--- src/rtl/jt10_adpcm_rom_arb.sv ---
// -----------------------------------------------------------------------------
// jt10_adpcm_rom_arb
//
// Shares one external ADPCM sample ROM port between the ADPCM-B driver and NCH
// ADPCM-A channels. Each requester holds a level request plus an address and
// gets back a one-clock ack together with a registered data byte. ADPCM-A
// channels are served round-robin; B is alternated with A so neither starves.
//
// Optional build macro: JT10_ADPCM_ROM_CACHE_EN
//   When defined, each requester keeps a one-entry tag/valid cache. A grant
//   whose address matches a valid tag completes without touching the ROM.
//
// Ports:
//   clk       system clock
//   rst       asynchronous reset, active-high
//   a_req     per-channel ADPCM-A request (level)
//   a_addr    flattened A addresses, channel k at [k*AW +: AW]
//   a_ack     one-clock completion pulse per A channel
//   a_data    per-channel data registers, flattened like a_addr (8 bits each)
//   b_req     ADPCM-B request (level)
//   b_addr    ADPCM-B address
//   b_ack     ADPCM-B one-clock completion pulse
//   b_data    ADPCM-B data register
//   rom_addr  registered ROM address
//   rom_cs    registered ROM access strobe
//   rom_ok    ROM data-valid
//   rom_data  ROM data
//   err       sticky ROM timeout flag
// -----------------------------------------------------------------------------
module jt10_adpcm_rom_arb #(
    parameter int NCH  = 6,
    parameter int AW   = 24,
    parameter int TOUT = 255
) (
    input  logic              clk,
    input  logic              rst,
    input  logic [NCH-1:0]    a_req,
    input  logic [NCH*AW-1:0] a_addr,
    output logic [NCH-1:0]    a_ack,
    output logic [NCH*8-1:0]  a_data,
    input  logic              b_req,
    input  logic [AW-1:0]     b_addr,
    output logic              b_ack,
    output logic [7:0]        b_data,
    output logic [AW-1:0]     rom_addr,
    output logic              rom_cs,
    input  logic              rom_ok,
    input  logic [7:0]        rom_data,
    output logic              err
);

    // Requesters are numbered 0..NCH-1 for A channels and NCH for B.
    localparam int NREQ = NCH + 1;
    localparam int IDW  = $clog2(NREQ);
    localparam logic [IDW-1:0] B_ID = IDW'(NCH);

    localparam logic [1:0] ST_IDLE  = 2'd0;
    localparam logic [1:0] ST_ISSUE = 2'd1;
    localparam logic [1:0] ST_WAIT  = 2'd2;
    localparam logic [1:0] ST_DONE  = 2'd3;

    logic [1:0]     state_reg;
    logic [IDW-1:0] rr_ptr_reg;
    logic           last_b_reg;
    logic [IDW-1:0] sel_id_reg;
    logic [AW-1:0]  sel_addr_reg;
    logic [7:0]     tout_cnt_reg;
    logic [AW-1:0]  rom_addr_reg;
    logic           rom_cs_reg;
    logic           err_reg;
    logic [NCH-1:0] a_ack_reg;
    logic           b_ack_reg;
    logic [7:0]     data_reg [NREQ];

    // Unpack the flattened A buses.
    logic [AW-1:0]  a_addr_arr [NCH];

    generate
        for (genvar gi = 0; gi < NCH; gi++) begin : g_chan
            assign a_addr_arr[gi]      = a_addr[gi*AW +: AW];
            assign a_data[gi*8 +: 8]   = data_reg[gi];
        end
    endgenerate

    assign b_data   = data_reg[NCH];
    assign a_ack    = a_ack_reg;
    assign b_ack    = b_ack_reg;
    assign rom_addr = rom_addr_reg;
    assign rom_cs   = rom_cs_reg;
    assign err      = err_reg;

    // Round-robin scan: first pending A channel at or above rr_ptr, wrapping.
    logic           a_found;
    logic [IDW-1:0] a_pick;
    int             scan_idx;

    always_comb begin
        a_found  = 1'b0;
        a_pick   = '0;
        scan_idx = 0;
        for (int i = 0; i < NCH; i++) begin
            scan_idx = int'(rr_ptr_reg) + i;
            if (scan_idx >= NCH) begin
                scan_idx = scan_idx - NCH;
            end
            if (!a_found && a_req[scan_idx]) begin
                a_found = 1'b1;
                a_pick  = IDW'(scan_idx);
            end
        end
    end

    // B wins unless it was served last and some A channel is waiting.
    logic           grant;
    logic [IDW-1:0] grant_id;
    logic [AW-1:0]  grant_addr;

    always_comb begin
        grant      = 1'b0;
        grant_id   = '0;
        grant_addr = '0;
        if (b_req && (!last_b_reg || !a_found)) begin
            grant      = 1'b1;
            grant_id   = B_ID;
            grant_addr = b_addr;
        end else if (a_found) begin
            grant      = 1'b1;
            grant_id   = a_pick;
            grant_addr = a_addr_arr[a_pick];
        end
    end

    logic [IDW-1:0]  rr_next;
    logic [NREQ-1:0] sel_onehot;
    logic [7:0]      tout_next;
    logic            tout_hit;
    logic            fill_ok;
    logic            fill_tout;
    logic            cache_hit;

    assign rr_next    = (a_pick == IDW'(NCH - 1)) ? '0 : a_pick + 1'b1;
    assign sel_onehot = NREQ'(1) << sel_id_reg;
    assign tout_next  = tout_cnt_reg + 8'd1;
    assign tout_hit   = (tout_next == 8'(TOUT));
    // rom_ok is checked first, so a response arriving on the timeout cycle
    // still counts as a normal completion.
    assign fill_ok    = (state_reg == ST_WAIT) && rom_ok;
    assign fill_tout  = (state_reg == ST_WAIT) && !rom_ok && tout_hit;

`ifdef JT10_ADPCM_ROM_CACHE_EN
    logic [AW-1:0]   tag_reg [NREQ];
    logic [NREQ-1:0] valid_reg;

    // The hit test runs in the ISSUE slot on the latched address, which keeps
    // the tag compare off the grant path; a hit acks at cycle 2 with no rom_cs.
    assign cache_hit = valid_reg[sel_id_reg] && (tag_reg[sel_id_reg] == sel_addr_reg);

    always_ff @(posedge clk or posedge rst) begin
        if (rst) begin
            for (int i = 0; i < NREQ; i++) begin
                tag_reg[i] <= '0;
            end
            valid_reg <= '0;
        end else if (fill_ok) begin
            tag_reg[sel_id_reg]   <= sel_addr_reg;
            valid_reg[sel_id_reg] <= 1'b1;
        end else if (fill_tout) begin
            // A forced zero is not real ROM content; do not let it hit later.
            valid_reg[sel_id_reg] <= 1'b0;
        end
    end
`else
    assign cache_hit = 1'b0;
`endif

    always_ff @(posedge clk or posedge rst) begin
        if (rst) begin
            state_reg    <= ST_IDLE;
            rr_ptr_reg   <= '0;
            last_b_reg   <= 1'b0;
            sel_id_reg   <= '0;
            sel_addr_reg <= '0;
            tout_cnt_reg <= '0;
            rom_addr_reg <= '0;
            rom_cs_reg   <= 1'b0;
            err_reg      <= 1'b0;
            a_ack_reg    <= '0;
            b_ack_reg    <= 1'b0;
            for (int i = 0; i < NREQ; i++) begin
                data_reg[i] <= '0;
            end
        end else begin
            // Acks are single-cycle pulses; only a completion raises one.
            a_ack_reg <= '0;
            b_ack_reg <= 1'b0;
            case (state_reg)
                ST_IDLE: begin
                    if (grant) begin
                        sel_id_reg   <= grant_id;
                        sel_addr_reg <= grant_addr;
                        if (grant_id == B_ID) begin
                            last_b_reg <= 1'b1;
                        end else begin
                            last_b_reg <= 1'b0;
                            rr_ptr_reg <= rr_next;
                        end
                        state_reg <= ST_ISSUE;
                    end
                end
                ST_ISSUE: begin
                    if (cache_hit) begin
                        a_ack_reg <= sel_onehot[NCH-1:0];
                        b_ack_reg <= sel_onehot[NCH];
                        state_reg <= ST_DONE;
                    end else begin
                        rom_addr_reg <= sel_addr_reg;
                        rom_cs_reg   <= 1'b1;
                        tout_cnt_reg <= '0;
                        state_reg    <= ST_WAIT;
                    end
                end
                ST_WAIT: begin
                    if (fill_ok) begin
                        data_reg[sel_id_reg] <= rom_data;
                        a_ack_reg  <= sel_onehot[NCH-1:0];
                        b_ack_reg  <= sel_onehot[NCH];
                        rom_cs_reg <= 1'b0;
                        state_reg  <= ST_DONE;
                    end else if (fill_tout) begin
                        data_reg[sel_id_reg] <= 8'h00;
                        a_ack_reg  <= sel_onehot[NCH-1:0];
                        b_ack_reg  <= sel_onehot[NCH];
                        rom_cs_reg <= 1'b0;
                        err_reg    <= 1'b1;
                        state_reg  <= ST_DONE;
                    end else begin
                        tout_cnt_reg <= tout_next;
                    end
                end
                default: begin
                    // DONE: one quiet cycle so the served request is seen low.
                    state_reg <= ST_IDLE;
                end
            endcase
        end
    end

endmodule

--- config.mk ---
export PLATFORM = sky130hd
export DESIGN_NAME = jt10_adpcm_rom_arb
export DESIGN_NICKNAME = d
export VERILOG_FILES = /design/src/rtl/jt10_adpcm_rom_arb.sv
export SDC_FILE = /design/constraint.sdc
export NUM_CORES = 1
export LEC_CHECK = 0
export CAP_MARGIN = 10
export CORE_ASPECT_RATIO = 0.75
export CORE_MARGIN = 2
export CORE_UTILIZATION = 49
export DETAILED_ROUTE_END_ITERATION = 12
export PLACE_DENSITY = 0.87
export REMOVE_ABC_BUFFERS = 1
export SYNTH_ARGS = -nofsm -noshare
export SYNTH_HDL_FRONTEND = slang
export SYNTH_SLANG_ARGS = --single-unit
--- constraint.sdc ---
create_clock -name clk -period 14.3 [get_ports clk]
set_clock_uncertainty 0.05 [all_clocks]
set_input_delay 3.575 -clock clk [delete_from_list [all_inputs] [get_ports clk]]
set_output_delay 3.575 -clock clk [all_outputs]
set_load 0.1 [all_outputs]
==> results.txt, run 1 <==
The run finished with clean final reports. The number of hold-repair buffers added at the cts stage came out at 0. The count of final setup violators came out at 0. Buffers placed on the I/O ports in this run total 274. The largest fanout of any net on the critical path came out at 54. Setup repair after global routing left no endpoint under its margin.

The H-tree was split into 4 levels. STA puts the critical path data arrival time at 7400 ps. By area, the combinational part of the netlist is dominated by compound AO/OA/AOI/OAI gates.

The count of antenna-violating nets left after detailed routing came out at 0. The via count normalized by instance count came out at 5.82. The floorplan die height is 112 um. From left edge to right edge, the die measures 148 um. The data required time at the worst endpoint is 14580 ps. The register area share after synthesis came out at 42.9%. Entering global routing, the biggest net connects 68 pins. The area fraction in and, or, nand and nor cells after synthesis came out at 14.4%.

The design area is 0.0110 mm2. The number of buffers inserted to repair setup after CTS is 0. TritonCTS built the clock tree.

The met2 wire length came out at 12.1 mm. The post-synthesis instance area came out at 0.00758 mm2. The portion of netlist area occupied by mux cells is 13.0%. The count of maximum capacitance violations came out at 0. The number of enable flip-flop cells after synthesis is 0. After layout, the worst path uses 49.8% of the clock period. The number of synthesis warnings is 0. The number of clock buffers inserted by TritonCTS came out at 17.

Detailed routing inserted a total of 7222 vias. The total length of routed met3 wires is 1.56 mm. The sum of net half-perimeters after detailed placement is 18.1 mm. The post-route netlist has 11.3% of its cells at a drive strength greater than 1. For the pin with the worst max-slew slack, the measured transition is 1050 ps.

The area enclosed by the die boundary is 0.0165 mm2. Dividing the detail-routed wire length by the instance count gives 20.0 um. The xor/xnor share of the synthesized area is 1.39%. The area growth from synthesis to layout is 45.6%. The number of nets in the layout came out at 1223. Timing would allow up to 0.140 GHz.

The critical path in this run is classified as in2reg. The total number of clock tree sinks came out at 130. Leaving out filler cells and counting taps, the final layout contains 1241. The number of antenna violations at the first check in global routing came out at 1. Once the floorplan was initialized, standard cells occupied 49.9% of the core.

STA classifies the critical path endpoint as a register. The clock tree root driver cell is sky130_fd_sc_hd__clkbuf_16. The critical path goes through clkdlybuf4s50_1, mux2i_1, nor4b_1, or3_4, nand3_1, a211oi_4, buf_4, o21bai_2, buf_4, o2111ai_1, a31oi_1. The share of async-settable or async-resettable flops after synthesis came out at 100%. The most instantiated flip-flop cell in the synthesis netlist is sky130_fd_sc_hd__dfrtp_1.

The worst hold slack is 427 ps. The number of flip-flops in the largest register is 48. The first global-routing pass estimated 39.5 mm of wire.

Once the clock tree was built, the resizer swapped 0 gates to a different size. After detailed routing, no signal wire sits above met4. The clock-pin slew on the worst setup and hold paths came out at 60 ps. The number of distinct standard cells referenced by the synthesized netlist came out at 70. The count of state elements after synthesis is 130.

The instance count after placement with tap cells included came out at 1208. The number of rows in the core area is 39. The number of standard cells after synthesis came out at 763.

The worst setup path is launched from an input pin. The post-synthesis compound-gate area fraction came out at 21.0%. In this run the worst hold path is classified as reg2reg. The number of iterations in the first detailed-routing pass is 5. The maximum count of clock buffers along a single path came out at 2. The slowest library cell on the worst path is sky130_fd_sc_hd__buf_4. The core box area is 0.0152 mm2. The count of boundary I/O pins is 275.

After the first detailed-routing iteration, the DRC count stood at 589. The global placement routability congestion came out at 0.972. The total congestion overflow came out at 0. The sequential cell area in the final layout came out at 0.00325 mm2.

The via count of the first global-routing pass is 7250. In the final timing run, aggregate negative setup slack is 0 ps. In this design, the critical path's most frequently occurring cell is sky130_fd_sc_hd__buf_4.

The source-to-sink clock delay at the later pin of the worst-skew pair came out at 420 ps. In the routed design, unresolved DRC markers number 0. The time the final worst path needs with I/O delays and setup came out at 7120 ps. The worst slew margin relative to its limit is 30.0%.

The delay of the slowest cell on the worst path is 700 ps. The max-slew violation total from the final report is 0. The synthesized area divided by synthesized cell count is 9.93 um2. The instance area at placement is 0.0104 mm2.

The synthesized netlist devotes 2.61% of its cell area to adder and majority cells. After detailed routing, the total wire length is 24.8 mm. The count of filler cells inserted in the layout came out at 1091. The total global-route track usage came out at 30.7%.

The total count of hold-check failures in the final report came out at 0. The met1 wire length is 10.2 mm. The area of the multi-input gates is 0.00402 mm2.
==> worst max-delay path: cells and delay by family <==
kind | cells | cell delay, ps
multiplexers | 1 | 410
AO/OA/AOI/OAI | 4 | 970
AND/OR/NAND/NOR | 3 | 900
buffers and inverters | 3 | 1520
==> logic make-up after synthesis <==
| kind of cell | after synthesis |
|---|---|
| compound gates | 210 |
| xor+xnor | 9 |
| fa+ha+maj | 16 |
| buf+inv | 68 |
| flops | 130 |
| mux | 91 |
| simple gates | 239 |
==> cells in the final DEF, fill, tap and decap left out, types with 3 or more instances in the layout <==
cell type                         count
sky130_fd_sc_hd__a211o_1              3
sky130_fd_sc_hd__a211oi_2             3
sky130_fd_sc_hd__a21boi_2             3
sky130_fd_sc_hd__a21oi_1             13
sky130_fd_sc_hd__a22o_1               9
sky130_fd_sc_hd__a2bb2oi_1            6
sky130_fd_sc_hd__a2bb2oi_2           19
sky130_fd_sc_hd__a31oi_1             28
sky130_fd_sc_hd__and2_1               5
sky130_fd_sc_hd__and3_1               5
sky130_fd_sc_hd__buf_4               10
sky130_fd_sc_hd__clkbuf_16           17
sky130_fd_sc_hd__clkdlybuf4s50_1    274
sky130_fd_sc_hd__clkinv_2             3
sky130_fd_sc_hd__dfrtp_1            130
sky130_fd_sc_hd__ha_1                15
sky130_fd_sc_hd__inv_1               23
sky130_fd_sc_hd__inv_6                5
sky130_fd_sc_hd__mux2_2              28
sky130_fd_sc_hd__mux2i_1             58
sky130_fd_sc_hd__mux4_2               3
sky130_fd_sc_hd__nand2_1            125
sky130_fd_sc_hd__nand2b_1             9
sky130_fd_sc_hd__nand3_1              5
sky130_fd_sc_hd__nand3b_1             3
sky130_fd_sc_hd__nand4_1              3
sky130_fd_sc_hd__nor2_1              45
sky130_fd_sc_hd__nor2b_1              8
sky130_fd_sc_hd__nor3_1              14
sky130_fd_sc_hd__o2111ai_1           24
sky130_fd_sc_hd__o21a_1               4
sky130_fd_sc_hd__o21ai_0             67
sky130_fd_sc_hd__o22a_1               3
sky130_fd_sc_hd__xnor2_1              6
==> cells in the mapped netlist, types with 6 or more instances <==
master	n	area [um2]
sky130_fd_sc_hd__o21ai_0	67	335
sky130_fd_sc_hd__dfrtp_1	130	3250
sky130_fd_sc_hd__a22o_1	9	78.8
sky130_fd_sc_hd__nor2b_1	9	56.3
sky130_fd_sc_hd__o2111ai_1	24	210
sky130_fd_sc_hd__nand2_1	125	469
sky130_fd_sc_hd__buf_2	7	35.0
sky130_fd_sc_hd__buf_4	7	52.6
sky130_fd_sc_hd__a21oi_1	13	65.1
sky130_fd_sc_hd__ha_1	15	188
sky130_fd_sc_hd__clkbuf_1	19	71.3
sky130_fd_sc_hd__buf_6	7	78.8
sky130_fd_sc_hd__a31oi_1	28	175
sky130_fd_sc_hd__a2bb2oi_2	19	285
sky130_fd_sc_hd__nor2_1	45	169
sky130_fd_sc_hd__mux2i_1	58	581
sky130_fd_sc_hd__a2bb2oi_1	6	52.6
sky130_fd_sc_hd__xnor2_1	6	52.6
sky130_fd_sc_hd__mux2_2	28	315
sky130_fd_sc_hd__nand2b_1	9	56.3
sky130_fd_sc_hd__nor3_1	14	70.1
sky130_fd_sc_hd__inv_1	24	90.1
==> final timing paths <==
| kind | slack (ps) | start | endpoint | cells after the start |
|---|---|---|---|---|
| max reg2reg | 8530 | rr_ptr_reg[0] | sel_addr_reg[7] | 15 |
| max in group asynchronous | 9250 | rst | rom_addr[23] | 3 |
| min in group asynchronous | 3600 | rst | rom_addr[7] | 2 |
| max | 7180 | a_req[0] | sel_addr_reg[7] | 11 |
| min | 430 | tout_cnt_reg[7] | tout_cnt_reg[7] | 1 |
| min reg2reg | 430 | tout_cnt_reg[7] | tout_cnt_reg[7] | 1 |
==> cell type report <==
| cell class | instances | area share [%] |
|---|---|---|
| Multi-Input combinational cell | 565 | 36.4 |
| Sequential cell | 130 | 29.5 |
| Timing Repair Buffer | 284 | 25.6 |
| Clock buffer | 18 | 3.98 |
| Tap cell | 205 | 2.33 |
| Clock inverter | 14 | 1.37 |
| Inverter | 24 | 0.840 |
| Antenna cell | 1 | 0.0227 |
==> per-layer routing <==
layer	vias up	global-route usage [%]
li1	3287	-
met1	3524	40.1
met2	343	50.4
met3	68	5.29
met4	0	13.5
met5	-	0
==> through the flow <==
stage               util (%)  worst slack [ps]
CTS                     72.7              7210
global route            72.7              6850
finish                  72.7              7180
detailed placement      68.8              6780
floorplan                  -              4610
global placement        68.8              6900
Power of run 1 is not shown: default switching activity piles up to over one toggle a cycle in this logic, so the estimate is an artifact.
==> run 2, diff against run 1 <==
--- a/config.mk
+++ b/config.mk
@@ -8,9 +8,9 @@
 export CAP_MARGIN = 10
 export CORE_ASPECT_RATIO = 0.75
 export CORE_MARGIN = 2
-export CORE_UTILIZATION = 49
+export CORE_UTILIZATION = 46
 export DETAILED_ROUTE_END_ITERATION = 12
-export PLACE_DENSITY = 0.87
+export PLACE_DENSITY = 0.82
 export REMOVE_ABC_BUFFERS = 1
 export SYNTH_ARGS = -nofsm -noshare
 export SYNTH_HDL_FRONTEND = slang
==> constraint.sdc (replaced) <==
create_clock -name clk -period 7.1 [get_ports clk]
set_clock_uncertainty 0.05 [all_clocks]
set_input_delay 1.775 -clock clk [delete_from_list [all_inputs] [get_ports clk]]
set_output_delay 1.775 -clock clk [all_outputs]
set_load 0.1 [all_outputs]
==> run 2 against run 1 <==
  * Critical path type is now reg2reg
  * Largest cell class unchanged
  * Critical path depth is 5 higher
  * Clock-buffer cell count stayed put
  * Non-clock buffer count stayed put
==> results.txt, run 2 (synthesis results as in run 1) <==
The number of vias in the routed layout came out at 7118. The maximum count of clock buffers along a single path came out at 2. The max-slew violation total from the final report is 0.

The most critical setup path has its startpoint at rr_ptr_reg[0]. The count of filler cells inserted in the layout is 1229. The worst setup path is captured at a register. Walking the worst path, the cells encountered are inv_1, ha_1, inv_1, ha_1, a211o_1, a21oi_2, o221ai_2, or3_4, o2111a_1, a211oi_4, buf_4, buf_4, mux2i_1, a2bb2oi_2, o2111ai_1, a31oi_1. Among all stages on the critical path, the largest delay is contributed by sky130_fd_sc_hd__dfrtp_1. The level count of the clock H-tree is 4.

The worst register-to-register path ends at sel_addr_reg[5]. The design area came out at 0.0111 mm2. The number of hold-repair buffers added at the cts stage came out at 0. The count of antenna-violating nets left after detailed routing came out at 0. In this design, the stage delay of the slowest critical-path cell is 930 ps. The global-route wire length before repair is 38.7 mm. For this design the top-level I/O count stands at 275. The via count of the first global-routing pass is 7122.

After floorplanning, the core was sized to cover 0.0161 mm2. The met2 wire length is 12.2 mm. Data on the critical path arrives at its endpoint at 5860 ps. The most frequent standard cell in the layout excluding fill and tap cells is sky130_fd_sc_hd__clkdlybuf4s50_1. The quantity of gates resized following cts came out at 0. Across the run, the number of max-cap violations was 0. At the end of routability-driven placement, the weighted congestion stood at 0.912.

The number of antenna violations at the first check in global routing is 1. The largest fanout of any net on the critical path came out at 28. The total global-route track usage is 28.3%.

The share of cells above drive strength 1 came out at 11.2%. Clock tree synthesis selected as its root buffer the cell sky130_fd_sc_hd__clkbuf_16. The flow ran to the end, and the final reports show no timing, DRC or antenna violations. The die covers 0.0175 mm2.

Setup violations remaining at the end of the flow were counted as 0. The detailed router's first-iteration violation count came out at 527. Buffers inserted during clock tree synthesis total 17. The total length of routed met3 wires is 1.72 mm. The area of the multi-input gates is 0.00402 mm2. Setup repair after global routing left no endpoint under its margin. The source-to-sink clock delay at the later pin of the worst-skew pair is 420 ps. Leaving out fill and tap cells, the most frequent cells in the layout are sky130_fd_sc_hd__clkdlybuf4s50_1 (274), sky130_fd_sc_hd__dfrtp_1 (130), sky130_fd_sc_hd__nand2_1 (125), sky130_fd_sc_hd__o21ai_0 (67), sky130_fd_sc_hd__mux2i_1 (58).

The worst register-to-register path has a setup slack of 1530 ps. Static timing analysis puts the maximum clock frequency at 0.180 GHz. The worst hold path stage count is 1. Post-CTS timing repair inserted 0 buffers for setup. The detailed router used layers up to and including met4. TritonCTS built the clock tree. STA classifies the critical path startpoint as a register. The time the final worst path needs with I/O delays and setup is 5570 ps. The number of iterations in the first detailed-routing pass is 6. Row generation in the floorplan step produced 40 rows. The worst slew margin relative to its limit came out at 18.5%. The initial cell density of the core came out at 47.2%. The quantity of I/O buffers inserted on ports came out at 274. The tightest min-delay check is of the reg2reg type. The relative area change from synthesis to final layout came out at 45.9%. The met1 wire length is 10.0 mm. The worst reg-to-reg path cell count came out at 16.

Excluding fillers, the count of instances in the completed layout stands at 1246. The sequential cell area in the final layout came out at 0.00325 mm2. The slew at the pin closest to its max-slew limit came out at 1220 ps.

The number of flip-flops in the largest register came out at 48. The worst setup path is of the reg2reg kind. Dividing the detail-routed via count by the number of cells gives 5.71. Once placement finished, the instance area stood at 0.0104 mm2. Final hold analysis gives a worst-case slack of 433 ps. The most critical setup path has its endpoint at sel_addr_reg[5].

The setup TNS is 0 ps. The sum of net half-perimeters after detailed placement is 17.9 mm. Clock-pin slew was measured on the worst setup and hold paths at 60 ps. The DRC violation count after routing is 0. For this run the aggregate overflow at the end of global routing stands at 0.

The width of the chip is 152 um. The origin of the critical flop-to-flop path is rr_ptr_reg[0]. The pin count of the biggest net entering global routing came out at 73. Of the available clock period, the critical path in the final layout requires 78.4%. The total count of hold-check failures in the final report came to 0. The number of nets in the layout is 1223. The die is 115 um tall. The data required time at the worst endpoint came out at 7390 ps.

The average wire length per cell after detail routing came out at 19.9 um. The instance count after placement with tap cells included is 1213. The tree built by TritonCTS fans out to 130 sinks. Summed over all layers, the routed wires come to 24.8 mm.
==> run 2: cell types whose count changed in the layout (fill, tap and decap cells not counted) <==
cell,previous run,this run
sky130_fd_sc_hd__bufinv_16,2,3
sky130_fd_sc_hd__clkbuf_1,0,1
sky130_fd_sc_hd__clkbuf_8,1,0
sky130_fd_sc_hd__clkinv_2,3,2
sky130_fd_sc_hd__clkinv_4,2,3
sky130_fd_sc_hd__clkinvlp_4,2,1
==> run 2: worst min path at each step <==
stage / start / to
finish: tout_cnt_reg[7] / tout_cnt_reg[7]
global route: tout_cnt_reg[7] / tout_cnt_reg[7]
CTS: tout_cnt_reg[7] / tout_cnt_reg[7]
detailed placement: tout_cnt_reg[7] / tout_cnt_reg[7]
global placement: a_data[0] / a_data[0]
floorplan: tout_cnt_reg[7] / tout_cnt_reg[7]
==> run 2: metrics by stage <==
step / setup slack [ps] / util, %
after detailed placement: 1500 / 65.0
after global routing: 1100 / 68.8
after floorplan: -849 / -
final: 1530 / 68.8
after global placement: 1680 / 65.0
after CTS: 1620 / 68.8
==> run 2: layout make-up <==
cell class	instances	area share, %
well taps	210	2.38
clock buffers	18	3.88
diodes	1	0.0226
multi-input cells	565	36.3
repair buffers	284	25.5
flip-flops and latches	130	29.4
inverters	24	0.838
clock inverters	14	1.61
==> run 2: layer usage <==
metal | vias up | global-route usage (%)
li1 | 3289 | -
met1 | 3448 | 35.1
met2 | 323 | 48.1
met3 | 58 | 6.97
met4 | 0 | 11.3
met5 | - | 0
==> run 2: worst max-delay path, delay by kind of cell, from the launching register on <==
kind / cells / cell delay (ps)
flops: 1 / 930
mux: 1 / 170
simple gates: 1 / 440
fa+ha+maj: 2 / 930
compound gates: 8 / 1550
buf+inv: 4 / 1390
Power of run 2 is left out for the same reason.
